## config.mk

```make
export PLATFORM = sky130hd
export DESIGN_NAME = snoop_bridge
export DESIGN_NICKNAME = d
export VERILOG_FILES = /design/src/rtl/snoop_bridge.sv
export SDC_FILE = /design/constraint.sdc
export NUM_CORES = 1
export LEC_CHECK = 0
export ABC_AREA = 1
export BUFFER_PORTS_ARGS = -buffer_cell sky130_fd_sc_hd__buf_2
export CORE_AREA = 2 2 96 117
export CTS_CLUSTER_SIZE = 40
export DETAILED_ROUTE_END_ITERATION = 12
export DIE_AREA = 0 0 98 119
export HOLD_SLACK_MARGIN = 0.15
export PLACE_DENSITY_LB_ADDON = 0.2
export SLEW_MARGIN = 25
export SYNTH_ARGS = -nofsm -noshare
export SYNTH_HDL_FRONTEND = slang
export SYNTH_SLANG_ARGS = --single-unit
```

## constraint.sdc

```tcl
create_clock -name clk -period 4 [get_ports clk]
set_input_delay 0.2 -clock clk [delete_from_list [all_inputs] [get_ports clk]]
set_output_delay 0.2 -clock clk [all_outputs]
set_load 0.005 [all_outputs]
```

## src/rtl/snoop_bridge.sv

```systemverilog
// ----------------------------------------------------------------------------
// snoop_bridge
//
// Purpose:
//   Takes the write strobes snooped from the SPI front-end and retires them
//   into the CPU memories through a small in-order write queue. Program writes
//   go to the dedicated program-memory write port. Data writes share the data
//   port with the CPU, and the CPU always wins. When the bridge has nothing to
//   write, it keeps snoopq equal to data memory at snoopa by refreshing it
//   with single-cycle reads.
//
// Ports:
//   clk, reset_n              clock and synchronous active-low reset
//   snoopa/snoopd             snoop address (held) and write data
//   snoopp/snoopm             one-cycle program-write / data-write strobes
//   snoopq                    registered data-memory contents at snoopa
//   prog_we/addr/wdata        program memory write port
//   mem_cpu_active            CPU owns the data port this cycle
//   mem_en/we/addr/wdata      bridge side of the shared data port
//   mem_rdata                 synchronous read data, valid one cycle after issue
//   busy                      queue non-empty, read in flight, or snoopq stale
//   overflow                  sticky flag: a strobe was dropped
// ----------------------------------------------------------------------------
module snoop_bridge #(
    parameter int AW         = 8,
    parameter int DW         = 8,
    parameter int FIFO_DEPTH = 4
) (
    input  logic          clk,
    input  logic          reset_n,
    input  logic [AW-1:0] snoopa,
    input  logic [DW-1:0] snoopd,
    input  logic          snoopp,
    input  logic          snoopm,
    output logic [DW-1:0] snoopq,
    output logic          prog_we,
    output logic [AW-1:0] prog_addr,
    output logic [DW-1:0] prog_wdata,
    input  logic          mem_cpu_active,
    output logic          mem_en,
    output logic          mem_we,
    output logic [AW-1:0] mem_addr,
    output logic [DW-1:0] mem_wdata,
    input  logic [DW-1:0] mem_rdata,
    output logic          busy,
    output logic          overflow
);

    localparam int PW = $clog2(FIFO_DEPTH);
    localparam logic [PW:0] PTR_ONE = {{PW{1'b0}}, 1'b1};

    typedef enum logic {
        IDLE,
        RD_WAIT
    } state_t;

    state_t state;

    // Queue storage; sel=1 marks a program write, sel=0 a data write.
    logic          fifo_sel  [FIFO_DEPTH];
    logic [AW-1:0] fifo_addr [FIFO_DEPTH];
    logic [DW-1:0] fifo_data [FIFO_DEPTH];

    // Pointers carry one extra wrap bit so full and empty can be told apart.
    logic [PW:0]   wr_ptr;
    logic [PW:0]   rd_ptr;

    logic          stale;
    logic [AW-1:0] last_a;

    logic          empty;
    logic          full;
    logic          head_sel;
    logic [AW-1:0] head_addr;
    logic [DW-1:0] head_data;
    logic          strobe;
    logic          push;
    logic          drop;
    logic          do_prog;
    logic          do_dwr;
    logic          do_rd;
    logic          pop;

    assign empty     = (wr_ptr == rd_ptr);
    assign full      = (wr_ptr[PW] != rd_ptr[PW]) &&
                       (wr_ptr[PW-1:0] == rd_ptr[PW-1:0]);

    assign head_sel  = fifo_sel[rd_ptr[PW-1:0]];
    assign head_addr = fifo_addr[rd_ptr[PW-1:0]];
    assign head_data = fifo_data[rd_ptr[PW-1:0]];

    // A double strobe keeps only the program write but still counts as a drop.
    assign strobe    = snoopp | snoopm;
    assign push      = reset_n && strobe && !full;
    assign drop      = reset_n && ((snoopp && snoopm) || (strobe && full));

    // Retire decisions. The head is never bypassed, so a stalled data write
    // also holds back any program writes queued behind it. Refresh reads only
    // happen with an empty queue, which gives writes priority over reads.
    assign do_prog   = reset_n && (state == IDLE) && !empty && head_sel;
    assign do_dwr    = reset_n && (state == IDLE) && !empty && !head_sel &&
                       !mem_cpu_active;
    assign do_rd     = reset_n && (state == IDLE) && empty && stale &&
                       !mem_cpu_active;
    assign pop       = do_prog | do_dwr;

    assign prog_we    = do_prog;
    assign prog_addr  = head_addr;
    assign prog_wdata = head_data;

    assign mem_en     = do_dwr | do_rd;
    assign mem_we     = do_dwr;
    assign mem_addr   = do_rd ? snoopa : head_addr;
    assign mem_wdata  = head_data;

    assign busy       = !empty || (state == RD_WAIT) || stale;

    // Write queue: push at the tail on an accepted strobe, pop the head when
    // it retires. A full queue refuses the push even if the head pops in the
    // same cycle; the freed slot becomes usable on the following cycle.
    always_ff @(posedge clk) begin
        if (!reset_n) begin
            wr_ptr <= '0;
            rd_ptr <= '0;
        end else begin
            if (push) begin
                fifo_sel[wr_ptr[PW-1:0]]  <= snoopp;
                fifo_addr[wr_ptr[PW-1:0]] <= snoopa;
                fifo_data[wr_ptr[PW-1:0]] <= snoopd;
                wr_ptr                    <= wr_ptr + PTR_ONE;
            end
            if (pop) begin
                rd_ptr <= rd_ptr + PTR_ONE;
            end
        end
    end

    // Read-refresh FSM and snoop status. stale is registered, so an address
    // change is noticed one cycle later. A change during RD_WAIT lets the
    // capture finish and then causes another read.
    always_ff @(posedge clk) begin
        if (!reset_n) begin
            state    <= IDLE;
            stale    <= 1'b1;
            last_a   <= '0;
            snoopq   <= '0;
            overflow <= 1'b0;
        end else begin
            if (drop) begin
                overflow <= 1'b1;
            end

            case (state)
                IDLE: begin
                    if (do_rd) begin
                        last_a <= snoopa;
                        state  <= RD_WAIT;
                    end
                end
                RD_WAIT: begin
                    snoopq <= mem_rdata;
                    state  <= IDLE;
                end
                default: state <= IDLE;
            endcase

            if (do_rd) begin
                stale <= 1'b0;
            end else if (do_dwr || (snoopa != last_a)) begin
                stale <= 1'b1;
            end
        end
    end

endmodule

```

==> summary by stage, run 1 <==
Run status
The flow ran to the end, and the final reports show no timing, DRC or antenna violations.

Clock tree
The post-cts repair resize count is 0. The number of buffers on the longest clock path is 2. Buffers inserted during clock tree synthesis total 9. The number of sinks on the clock net is 95. The insertion delay to the later sink of the worst-skew pair is 0.34 ns.

The number of hold buffers added after cts is 25. The clock transition at the registers of the reported paths is 0.07 ns. The maximum level of the CTS H-tree is 3. TritonCTS built the clock tree. The cell at the root of the clock tree is sky130_fd_sc_hd__clkbuf_16. Buffers added to address setup during post-CTS repair amount to 0.

GRT
Entering global routing, the biggest net connects 37 pins. The number of antenna violations at the first check in global routing was 0. The global-route wire length before repair is 13,800 um. The total track usage is 15.3%. The number of global-route vias before repair is 2,828.

Summed over all layers, the global routing overflow is 0.

Hold path
Counting instances, the worst hold path has a depth of 3. In this run the worst hold path is classified as input port to register.

Synth
The area of the mapped netlist is 0.00403 mm^2. After technology mapping, the gate count stands at 373. For this run, the number of Yosys warnings is 0.

The synthesized design contains 95 register bits. The post-synth net total is 407. After synthesis, the mean cell area works out to 10.8 um^2. In this run, distinct cell masters in the synthesized netlist total 28.

The share of the Yosys chip area taken by registers is 64.0%.

Die
The total die area is 0.0117 mm^2. The height of the die is 119 um. In this run the count of I/O pins placed on the die edge is 74.

The die outline width is 98 um. Once the floorplan was initialized, standard cells occupied 37.8% of the core. The region available for standard cell placement spans 0.0107 mm^2. The cell row count is 42.

Power
Dividing total power by cell area gives a power density of 482 mW/mm^2. The analysis attributes to cell leakage a power of 2.04 nW. Across the VDD grid, the largest voltage drop is 0.192 mV.

Critical path
The setup path with the least slack is of type register to primary output. The required time at the endpoint of the critical path is 3.80 ns. The worst register-to-register path has a depth of 8.

In this run the register-to-register setup slack is 2.11 ns. The largest fanout of any net on the critical path is 36. The worst setup path is captured at a primary output. The data arrival time of the critical path is 2.09 ns. STA classifies the critical path startpoint as a register.

Final layout
The number of filler instances in the final layout is 1,015. In the final layout, flip-flops and latches occupy 0.00258 mm^2. The multi-input combinational cells in the finished layout cover a total of 0.00113 mm^2. The number of diodes added for antenna fixing is 0. The synthesis-to-finish area growth is 23.1%. Of the cells placed in the final design, the portion with a size suffix greater than 1 is 22.6%. At the end of the flow the core is filled with cells to 46.6%. The final net count is 497.

STA
The highest clock rate is 437 MHz. Setup repair after global routing left no endpoint under its margin. Setup total negative slack on the finished layout was measured at 0 ns. Setup violations remaining at the end of the flow were counted as 0. Setup slack on the critical path of the routed design comes to 1.71 ns. The portion of the clock cycle consumed by the worst path in the final layout is 57.2%. The number of hold-slack violations in the final timing report came to 0. The shortest clock period the worst path allows after layout is 2.29 ns. The transition time at the pin with the least slew margin is 0.731 ns. Measured against its own limit, the worst slew margin works out to 51.2%. The max-slew violation count is 0. The clock arrives with 0.00940 ns of skew.

Route
The first detailed-routing pass ran for 4 iterations. The first routing iteration left 114 violations. The routed wire length per instance is 14.5 um.

The total vias in the final route is 2,861. The post-detailed-route count of antenna-violating nets is 0. The DRC violation count after routing is 0.

The detailed-route vias per instance is 4.77. The routed design has 8720 um of wire.

Placement
At the end of routability-driven placement, the weighted congestion stood at 0.777. The post-DP HPWL is 5670 um. The number of port buffers is 73. The pre-CTS setup slack is 2.04 ns.

Run
Max-cap violations in this run came to 0.
[placed cells by master, fill, tap and decap left out, drive strengths merged, types with 2 or more instances in the layout]
cell type,Yosys,routed
buf,20,77
nor3,2,2
inv,34,35
o21a,8,8
nand3,12,12
nor2,59,59
a21oi,13,13
dlygate4sd3,0,25
clkbuf,3,9
clkinv,1,5
o211a,3,3
dfxtp,27,27
nand2,49,49
ha,5,5
o22ai,20,20
xor2,4,4
o21ai,43,43
edfxtp,68,68
[sequential cells by signal, summed over array words and instances (netlist names), named ones only]
register,count
rd_ptr,3
fifo_addr,32
wr_ptr,3
snoopq,8
state,1
overflow,1
last_a,8
stale,1
fifo_data,32
fifo_sel,4
[worst paths after layout]
kind,to,from
hold reg to reg,last_a[6],last_a[6]
setup reg to reg,rd_ptr[0],register
setup / recovery,mem_addr[5],register
hold / removal,overflow,snoopm
[cells in the mapped netlist]
cell | number | share of area [%]
sky130_fd_sc_hd__nand4_1 | 1 | 0.16
sky130_fd_sc_hd__o211a_1 | 3 | 0.74
sky130_fd_sc_hd__xor2_1 | 4 | 0.87
sky130_fd_sc_hd__or3_2 | 1 | 0.19
sky130_fd_sc_hd__ha_1 | 5 | 1.6
sky130_fd_sc_hd__o21a_1 | 8 | 1.5
sky130_fd_sc_hd__clkinv_4 | 1 | 0.22
sky130_fd_sc_hd__nand3_1 | 9 | 1.1
sky130_fd_sc_hd__nor2_4 | 2 | 0.56
sky130_fd_sc_hd__nand3_2 | 3 | 0.74
sky130_fd_sc_hd__buf_2 | 5 | 0.62
sky130_fd_sc_hd__clkbuf_1 | 3 | 0.28
sky130_fd_sc_hd__buf_8 | 1 | 0.37
sky130_fd_sc_hd__dfxtp_1 | 27 | 13
sky130_fd_sc_hd__buf_6 | 5 | 1.4
sky130_fd_sc_hd__a21oi_1 | 13 | 1.6
sky130_fd_sc_hd__nand2_1 | 44 | 4.1
sky130_fd_sc_hd__nand2_2 | 4 | 0.62
sky130_fd_sc_hd__inv_4 | 1 | 0.16
sky130_fd_sc_hd__edfxtp_1 | 68 | 51
sky130_fd_sc_hd__buf_4 | 9 | 1.7
sky130_fd_sc_hd__o21ai_0 | 43 | 5.3
sky130_fd_sc_hd__nor3_1 | 2 | 0.25
sky130_fd_sc_hd__nor2_1 | 57 | 5.3
sky130_fd_sc_hd__inv_8 | 1 | 0.28
sky130_fd_sc_hd__o22ai_1 | 20 | 3.1
sky130_fd_sc_hd__nand2_4 | 1 | 0.28
sky130_fd_sc_hd__inv_1 | 32 | 3.0
[metal layers]
| layer | GRT usage [%] | part of all wire [%] |
|---|---|---|
| met2 | 26.3 | 49 |
| met3 | 2.88 | 4.5 |
| met1 | 18.4 | 44 |
| met5 | 0 | 0 |
| met4 | 7.47 | 1.7 |
[per-stage QoR]
step / instance area (um^2) / std cells / power [mW] / hold slack, ns
3_5_place_dp: 4420 / 559 / 1.56 / 0.425
4_1_cts: 4970 / 600 / 2.43 / 0.160
5_1_grt: 4970 / 600 / 2.52 / 0.182
2_1_floorplan: 4030 / 373 / 1.43 / 0.299
3_3_place_gp: 4420 / 559 / 1.56 / 0.422
6_report: 4970 / 600 / 2.39 / 0.163
[final cells by class]
class,instances,share of cell area (%)
Clock buffer,9,4.53
Clock inverter,7,1.44
Inverter,35,2.95
Multi-Input combinational cell,220,22.7
Sequential cell,95,52.0
Tap cell,132,3.32
Timing Repair Buffer,102,13.0
[report_power, final]
part / leakage [nW] / total, mW / switching (mW) / internal, mW
logic: 1.06 / 0.389 / 0.223 / 0.166
clock network: 0.141 / 0.843 / 0.358 / 0.484
registers: 0.842 / 1.16 / 0.0466 / 1.12
[critical path: stages, from the launching register on]
cell and delay (ns):
sky130_fd_sc_hd__dfxtp_2 0.75, sky130_fd_sc_hd__inv_4 0.27, sky130_fd_sc_hd__o21ai_0 0.24, sky130_fd_sc_hd__o22ai_1 0.14, sky130_fd_sc_hd__o21a_1 0.19, sky130_fd_sc_hd__buf_2 0.13
[cell families after synthesis]
logic type,after synthesis,synth area share (%)
AO/OA/AOI/OAI,87,12.3
buffers and inverters,58,7.97
AND/OR/NAND/NOR,124,13.3
XOR/XNOR,4,0.868
adder cells (fa/ha/maj),5,1.55
flip-flops,95,64.0
Power figures use the tool's default switching activity.
==> run 2, diff against run 1 <==
--- a/config.mk
+++ b/config.mk
@@ -5,12 +5,12 @@
 export SDC_FILE = /design/constraint.sdc
 export NUM_CORES = 1
 export LEC_CHECK = 0
-export ABC_AREA = 1
+export ABC_AREA = 0
 export BUFFER_PORTS_ARGS = -buffer_cell sky130_fd_sc_hd__buf_2
-export CORE_AREA = 2 2 96 117
+export CORE_AREA = 2 2 95 115
 export CTS_CLUSTER_SIZE = 40
 export DETAILED_ROUTE_END_ITERATION = 12
-export DIE_AREA = 0 0 98 119
+export DIE_AREA = 0 0 97 117
 export HOLD_SLACK_MARGIN = 0.15
 export PLACE_DENSITY_LB_ADDON = 0.2
 export SLEW_MARGIN = 25
==> constraint.sdc (replaced) <==
create_clock -name clk -period 1.9 [get_ports clk]
set_input_delay 0.095 -clock clk [delete_from_list [all_inputs] [get_ports clk]]
set_output_delay 0.095 -clock clk [all_outputs]
set_load 0.005 [all_outputs]
==> run 2 against run 1 <==
  * The flow now finishes with violations (setup timing)
  * Flip-flop and latch count unchanged
  * Largest power group unchanged
  * Worst hold slack gained 0.022 ns
  * Power rose to 2.7 times the previous value
  * Sequential share of layout area shrank 3.0 points
  * Clock skew shrank 0.0021 ns
  * Routed wire length decreased by 11%
  * Critical path depth shrank 1
  * Core utilization is 4.9 points higher
  * Final cell count down 19%
  * Area after synthesis fell by 2.8%
  * Critical endpoint is now mem_en
  * Non-clock buffer count is 27 higher
  * Register-to-register slack got worse by 2.0 ns
==> summary by stage, run 2 <==
Run status
The flow ran to the end, but the final reports show violations. The final reports fail on setup timing.

Final layout
The library cell used most frequently in the layout, excluding fill and tap cells, is sky130_fd_sc_hd__buf_2. The number of filler instances in the final layout is 888 (-13%). The post-layout utilization of the core is 51.5% (+4.9 points). The number of diodes added for antenna fixing is 0 (unchanged). Leaving out fill and tap cells, the most frequent cells in the layout are sky130_fd_sc_hd__buf_2, sky130_fd_sc_hd__edfxtp_1, sky130_fd_sc_hd__dlygate4sd3_1.

The final net count is 388 (-22%). The summed area of non-filler cells in the final layout is 0.00531 mm^2 (+6.8%). The share of final-layout standard cells stronger than drive strength 1 is 44.3% (+22 points). The area growth from synthesis to layout is 35.3%.

Synth
The count of flip-flops with a built-in enable after synthesis is 68 (unchanged). The portion of the post-synthesis area used by sequential elements was 65.9% (+1.9 points). The gate count of the mapped netlist is 232 (-38%). The top-area cell type share of the netlist area is 52.1% (+1.5 points).

Among all flip-flop cells after synthesis, the most frequent one is sky130_fd_sc_hd__edfxtp_1. The area of the mapped netlist came to 0.00392 mm^2 (-2.8%). By area the synthesized netlist is led by sky130_fd_sc_hd__edfxtp_1, sky130_fd_sc_hd__dfxtp_1, sky130_fd_sc_hd__mux4_2. Counting instances in the post-synthesis netlist gives the leading cell types as sky130_fd_sc_hd__edfxtp_1, sky130_fd_sc_hd__dfxtp_1, sky130_fd_sc_hd__mux2i_1.

The total of flip-flops plus latches after synthesis is 95 (unchanged). The count of yosys warnings during synthesis is 0 (unchanged). The number of distinct library cells after synthesis came to 36 (+29%). The synthesized area per cell is 16.9 um^2 (+56%).

The share of synthesized flip-flops with an asynchronous set or reset came to 0% (unchanged). By instance count, the leading cell after synthesis is sky130_fd_sc_hd__edfxtp_1. The post-synth net total was 266 (-35%). sky130_fd_sc_hd__edfxtp_1 takes more of the synthesized area than any other cell.

STA
Static timing analysis puts the maximum clock frequency at 493 MHz. The setup violation total in the final timing report came to 10 (+10). The number of hold-slack violations in the final timing report is 0 (unchanged). The transition time at the pin with the least slew margin is 0.451 ns (-0.281 ns).

Setup repair after global routing could not meet its margin everywhere. The worst-case headroom to the max-slew limit was 69.6% (+18 points). The max-slew violation count came to 0 (unchanged). Dividing the final minimum period by the clock period gives 107%.

The final clock skew was 0.00729 ns (-0.00211 ns). The shortest clock period the worst path allows after layout is 2.03 ns. The worst-case setup margin in the final layout is -0.127 ns (-1.84 ns).

Die
The total die area is 0.0113 mm^2 (-2.7%). The die outline width came to 97 um (-1.0%). The I/O pin total is 74 (unchanged).

The initial core utilization is 38.0% (+0.20 points). The core region area was 0.0103 mm^2 (-3.3%). The height of the die is 117 um (-1.7%). The cell row count was 41 (-2.4%).

Power
The clock network fraction of design power is 27.3% (-7.9 points). The sequential share of power was 39.5% (-9.1 points). The leakage power summed over all cells is 2.07 nW (+1.5%). The maximum VDD drop is 0.499 mV (+160%). The total design power was 6.46 mW (+170%).

The switching portion of total power is 26.7% (+0.44 points). The internal power contribution is 4.73 mW (+170%). The cell area power density is 1220 mW/mm^2 (+150%). The share of power burned in combinational logic is 33.2% (+17 points). The power spent charging and discharging nets came to 1.72 mW (+170%).

Clock tree
The number of buffers on the longest clock path came to 2 (unchanged). The cell at the root of the clock tree is sky130_fd_sc_hd__clkbuf_16. The total CTS buffers is 9 (unchanged). The number of sinks on the clock net is 95 (unchanged). The clock transition at the registers of the reported paths is 0.06 ns (about the same).

TritonCTS built the clock tree. The insertion delay to the later sink of the worst-skew pair is 0.33 ns (about the same). The maximum level of the CTS H-tree is 3 (unchanged).

GRT
The number of global-route vias before repair was 2,443 (-14%). The total track usage was 14.8% (-0.51 points). The global-route wire length before repair is 12,800 um (-7.1%).

The largest net degree at the start of global routing is 19 (-49%). The residual overflow from global routing came to 0 (unchanged). The number of antenna violations at the first check in global routing is 0 (unchanged).

Placement
The pre-CTS setup slack came to 0.132 ns (-1.91 ns). The number of port buffers was 73 (unchanged). The final weighted congestion in routability-driven placement is 0.783 (+0.77%). The post-DP HPWL is 4750 um (-16%). The placed standard-cell area was 0.00450 mm^2 (+1.8%).

Route
The routed wire length per instance was 15.9 um (+9.6%). The starting DRC count in detailed routing is 73 (-36%). The detailed-route vias per instance is 4.82 (+1.0%). The total vias in the final route is 2,351 (-18%). The overall routed net length is 7780 um (-11%). The first-pass iteration count of the detailed router came to 5 (+1).

The DRC violation count after routing is 0 (unchanged). The post-detailed-route count of antenna-violating nets is 0 (unchanged).

Critical path
The required time at the endpoint of the critical path is 1.80 ns (-2.00 ns). The worst setup path is launched from a register. The critical path is of the register to primary output type.

The sort of element at the end of the critical path is a primary output. The data arrival time of the critical path is 1.93 ns (-0.16 ns). The largest fanout of any net on the critical path is 3 (-92%).

Hold path
The worst hold path belongs to the class input port to register.

Run
The max-cap check violation count is 0 (unchanged).
==> run 2: path summary, 6_finish.rpt <==
path | startpoint | end | slack (ns) | cells past startpoint
min reg2reg | wr_ptr[1] | wr_ptr[1] | 0.50 | 2
min | mem_cpu_active | rd_ptr[2] | 0.19 | 4
max reg2reg | wr_ptr[0] | fifo_addr[0][4] | 0.16 | 5
max | register | mem_en | -0.13 | 4
==> run 2: cells by family after synthesis <==
| kind of cell | after synthesis | share of synthesized area, % |
|---|---|---|
| buf+inv | 22 | 3.29 |
| simple gates | 42 | 6.61 |
| compound gates | 10 | 1.98 |
| flops | 95 | 65.9 |
| fa+ha+maj | 5 | 1.60 |
| xor+xnor | 13 | 3.29 |
| mux | 45 | 17.4 |
==> run 2: area by class of cell <==
class	instances	area, um^2	area share (%)
sequential	95	2600	49.0
multi-input combinational	115	1250	23.5
timing repair buffer	129	987	18.6
clock buffer	10	229	4.32
tap	129	161	3.04
clock inverter	6	67.6	1.27
inverter	4	15.0	0.283
==> run 2: per-layer routing <==
metal  share of wire [%]  GRT usage, %
met1                  45          18.3
met2                  49          26.3
met3                 4.4          3.15
met4                 1.4          5.07
met5                   0             0
==> run 2: power groups by stage <==
stage / Clock (mW) / Combinational (mW) / Sequential [mW]
after floorplan: 0 / 1.18 / 2.55
after global placement: 0 / 1.74 / 2.58
after detailed placement: 0 / 1.75 / 2.58
after CTS: 1.81 / 2.15 / 2.55
after global routing: 1.89 / 2.36 / 2.57
final: 1.76 / 2.15 / 2.55
==> run 2: metrics by stage <==
step	TNS [ns]	instances	hold slack (ns)
final	-0.505	488	0.186
after CTS	-0.756	487	0.178
after floorplan	0	232	0.194
after global placement	0	428	0.314
after global routing	-1.10	488	0.205
after detailed placement	0	428	0.319
==> run 2: what timing repair did <==
action                                 4_1_cts  5_1_grt
gates cloned                                 2        0
resized for setup                           23        6
setup buffers                               14        2
endpoints found under the hold margin       84        0
setup endpoints to repair                   10       14
pin swaps                                    4        0
hold buffers                                27        0
==> run 2: worst max-delay path, cell delays in order, from the launching register on <==
cell,delay [ns]
sky130_fd_sc_hd__dfxtp_4,0.36
sky130_fd_sc_hd__mux4_2,0.53
sky130_fd_sc_hd__or4b_4,0.52
sky130_fd_sc_hd__nand2_1,0.08
sky130_fd_sc_hd__buf_2,0.10
==> run 3, diff against run 2 <==
--- a/config.mk
+++ b/config.mk
@@ -7,10 +7,10 @@
 export LEC_CHECK = 0
 export ABC_AREA = 0
 export BUFFER_PORTS_ARGS = -buffer_cell sky130_fd_sc_hd__buf_2
-export CORE_AREA = 2 2 95 115
+export CORE_AREA = 2 2 104 106
 export CTS_CLUSTER_SIZE = 40
 export DETAILED_ROUTE_END_ITERATION = 12
-export DIE_AREA = 0 0 97 117
+export DIE_AREA = 0 0 106 108
 export HOLD_SLACK_MARGIN = 0.15
 export PLACE_DENSITY_LB_ADDON = 0.2
 export SLEW_MARGIN = 25
==> run 3 against run 2 <==
  * The run still ends with setup timing left
  * Critical path depth did not move
  * Register-to-register slack better by 0.04 ns
  * Via count down 0.85%
  * Die area increased by 0.87%
  * Maximum frequency shrank 1.6%
  * Clock power fell by 23%
  * Routed wire length fell by 3.7%
  * Critical endpoint unchanged
  * Largest cell class unchanged
==> summary by stage, run 3 (synthesized netlist as in run 2, its figures left out) <==
Critical path
STA classifies the critical path endpoint as a primary output. The critical path's slowest cell is sky130_fd_sc_hd__mux4_2. The buffers plus inverters on the worst setup path is 1 (unchanged). The cell family with the largest share of critical-path delay is simple AND/OR/NAND/NOR gates. The largest stage delay on the critical path is 0.55 ns (+0.02 ns). Traced cell by cell, the critical path runs through mux4_2 > or4b_4 > nand2_1 > buf_2. The largest fanout of any net on the critical path is 3 (unchanged). The critical path startpoint category is a register. The data arrival time of the critical path came to 1.96 ns (+0.03 ns). The critical path is of the register to primary output type. The required time at the endpoint of the critical path came to 1.80 ns (about the same).

STA
The number of hold-slack violations in the final timing report is 0 (unchanged). The worst-case headroom to the max-slew limit is 72.6% (+3.0 points). The max-slew violation count came to 0 (unchanged).

The setup violation total in the final timing report is 10 (unchanged). The transition time at the pin with the least slew margin is 0.406 ns (-0.0449 ns). The worst-case setup margin in the final layout is -0.160 ns (-0.0321 ns). The portion of the clock cycle consumed by the worst path in the final layout is 108% (+1.7 points).

The shortest clock period the worst path allows after layout came to 2.06 ns (+0.0321 ns). The final clock skew is 0.0165 ns (+0.00917 ns). The hold slack came to 0.222 ns (+0.0369 ns). The highest clock rate is 486 MHz (-1.6%).

Setup repair after global routing could not meet its margin everywhere.

GRT
The number of antenna violations at the first check in global routing is 0 (unchanged). The met1 demand-to-capacity share in global routing came to 17.9% (-0.39 points). The largest net degree at the start of global routing came to 19 (unchanged).

The layer with the highest usage is met2. The number of global-route vias before repair is 2,339 (-4.3%). The met3 layer usage reported by global route is 4.04% (+0.89 points). The met2 track demand over resource is 23.3% (-3.0 points). The total track usage is 14.0% (-0.89 points). The residual overflow from global routing is 0 (unchanged).

The global-route wire length before repair is 12,100 um (-6.1%).

Clock tree
The clock tree from TritonCTS is built. The clock transition at the registers of the reported paths came to 0.10 ns (+0.04 ns). The total CTS buffers is 9 (unchanged). The number of sinks on the clock net came to 95 (unchanged).

The tree is rooted in a sky130_fd_sc_hd__clkbuf_8. The maximum level of the CTS H-tree is 3 (unchanged). The insertion delay to the later sink of the worst-skew pair is 0.36 ns (+0.03 ns). The number of buffers on the longest clock path is 2 (unchanged).

Route
The overall routed net length is 7490 um (-3.7%). The first-pass iteration count of the detailed router came to 4 (-1). The post-detailed-route count of antenna-violating nets is 0 (unchanged). The detailed-route vias per instance was 4.75 (-1.5%).

The routed wire length per instance is 15.2 um (-4.3%). The total vias in the final route came to 2,331 (-0.85%). The DRC violation count after routing came to 0 (unchanged).

The starting DRC count in detailed routing was 66 (-9.6%).

Die
The I/O pin total is 74 (unchanged). The core region area came to 0.0102 mm^2 (-0.78%). The height of the die is 108 um (-7.7%).

The cell row count is 37 (-9.8%). The die outline width is 106 um (+9.3%). The initial core utilization was 38.3% (+0.30 points). The total die area is 0.0114 mm^2 (+0.87%).

Final layout
The share of final-layout standard cells stronger than drive strength 1 is 39.7% (-4.6 points). The number of diodes added for antenna fixing was 0 (unchanged). The final net count came to 384 (-1.0%). The area of all sequential standard cells came to 0.00259 mm^2 (-0.34%). The top cell types in the final layout, fill and taps aside, are sky130_fd_sc_hd__buf_2, sky130_fd_sc_hd__edfxtp_1, sky130_fd_sc_hd__dlygate4sd3_1. The multi-input logic area came to 0.00123 mm^2 (-0.90%). The final cell count without fillers is 491 (+0.61%).

The library cell used most frequently in the layout, excluding fill and tap cells, is sky130_fd_sc_hd__buf_2. The number of filler instances in the final layout is 884 (-0.45%). The area growth from synthesis to layout is 30.7%.

Run status
The flow ran to the end, but the final reports show violations. The checks that failed: setup timing.

Placement
The final weighted congestion in routability-driven placement came to 0.752 (-4.0%). The number of port buffers is 73 (unchanged). The post-DP HPWL came to 4760 um (+0.24%). The number of placed instances with taps included is 437 (+2.1%).

Run
The max-cap check violation count came to 0 (unchanged).

Power
The leakage power summed over all cells is 1.96 nW (-5.7%). The cell area power density is 1140 mW/mm^2 (-6.6%). The maximum VDD drop is 0.463 mV (-7.1%).

Hold path
The path category of the worst min-delay check is input port to register.
-- run 3: cell types whose count changed in the layout (fill, tap and decap cells not counted), sizes merged --
cell	previous run	this run
clkinvlp	2	0
clkbuf	10	9
bufbuf	1	0
dlygate4sd3	27	31
inv	6	7
buf	101	94
clkinv	1	3
-- run 3: worst min-delay path: cells and delay by family --
family,cells,cell delay [ns]
buffers and inverters,2,0.32
AND/OR/NAND/NOR,1,0.13
-- run 3: worst paths after layout --
| path | end | slack, ns | start | cells after the start |
|---|---|---|---|---|
| worst max-delay path | mem_en | -0.16 | register | 4 |
| worst min register to register | rd_ptr[2] | 0.51 | rd_ptr[2] | 1 |
| worst min-delay path | last_a[7] | 0.22 | reset_n | 3 |
| worst max register to register | fifo_sel[3] | 0.20 | wr_ptr[1] | 5 |
-- run 3: final cells by class --
class | count | area share (%)
clock buffers | 9 | 2.42
clock inverters | 7 | 1.73
inverters | 4 | 0.293
multi-input cells | 115 | 24.1
flip-flops and latches | 95 | 50.5
well taps | 136 | 3.32
repair buffers | 125 | 17.6
-- run 3: what timing repair did --
action,in CTS,in global routing
buffers inserted,8,0
hold buffers,31,0
gates resized for setup,9,4
setup endpoints to repair,18,32
endpoints found under the hold margin,89,0
pin swaps,1,1
-- run 3: where the power goes --
group          internal (mW)  leakage (nW)  switching, mW  total [mW]
clock                  0.638         0.109          0.726        1.36
combinational           1.07          1.01          0.850        1.93
sequential              2.43         0.843          0.106        2.54
total                   4.14          1.96           1.68        5.83
-- run 3: per-layer routing --
layer	wire length [um]	vias to the layer above	share of wire [%]
li1	-	1103	-
met1	3440	1155	46
met2	3650	68	49
met3	340	5	4.5
met4	46	0	0.61
met5	0	-	0
-- run 3: through the flow --
stage	total power [mW]	utilization, %	instance area, um^2	setup TNS (ns)	setup WS [ns]
after detailed placement	4.32	44.0	4500	0	0.157
after floorplan	3.73	-	3920	0	0.133
after CTS	5.88	49.8	5100	-1.09	-0.181
final	5.83	50.1	5120	-0.793	-0.160
after global placement	4.31	44.0	4500	0	0.182
after global routing	6.17	50.1	5120	-1.73	-0.226
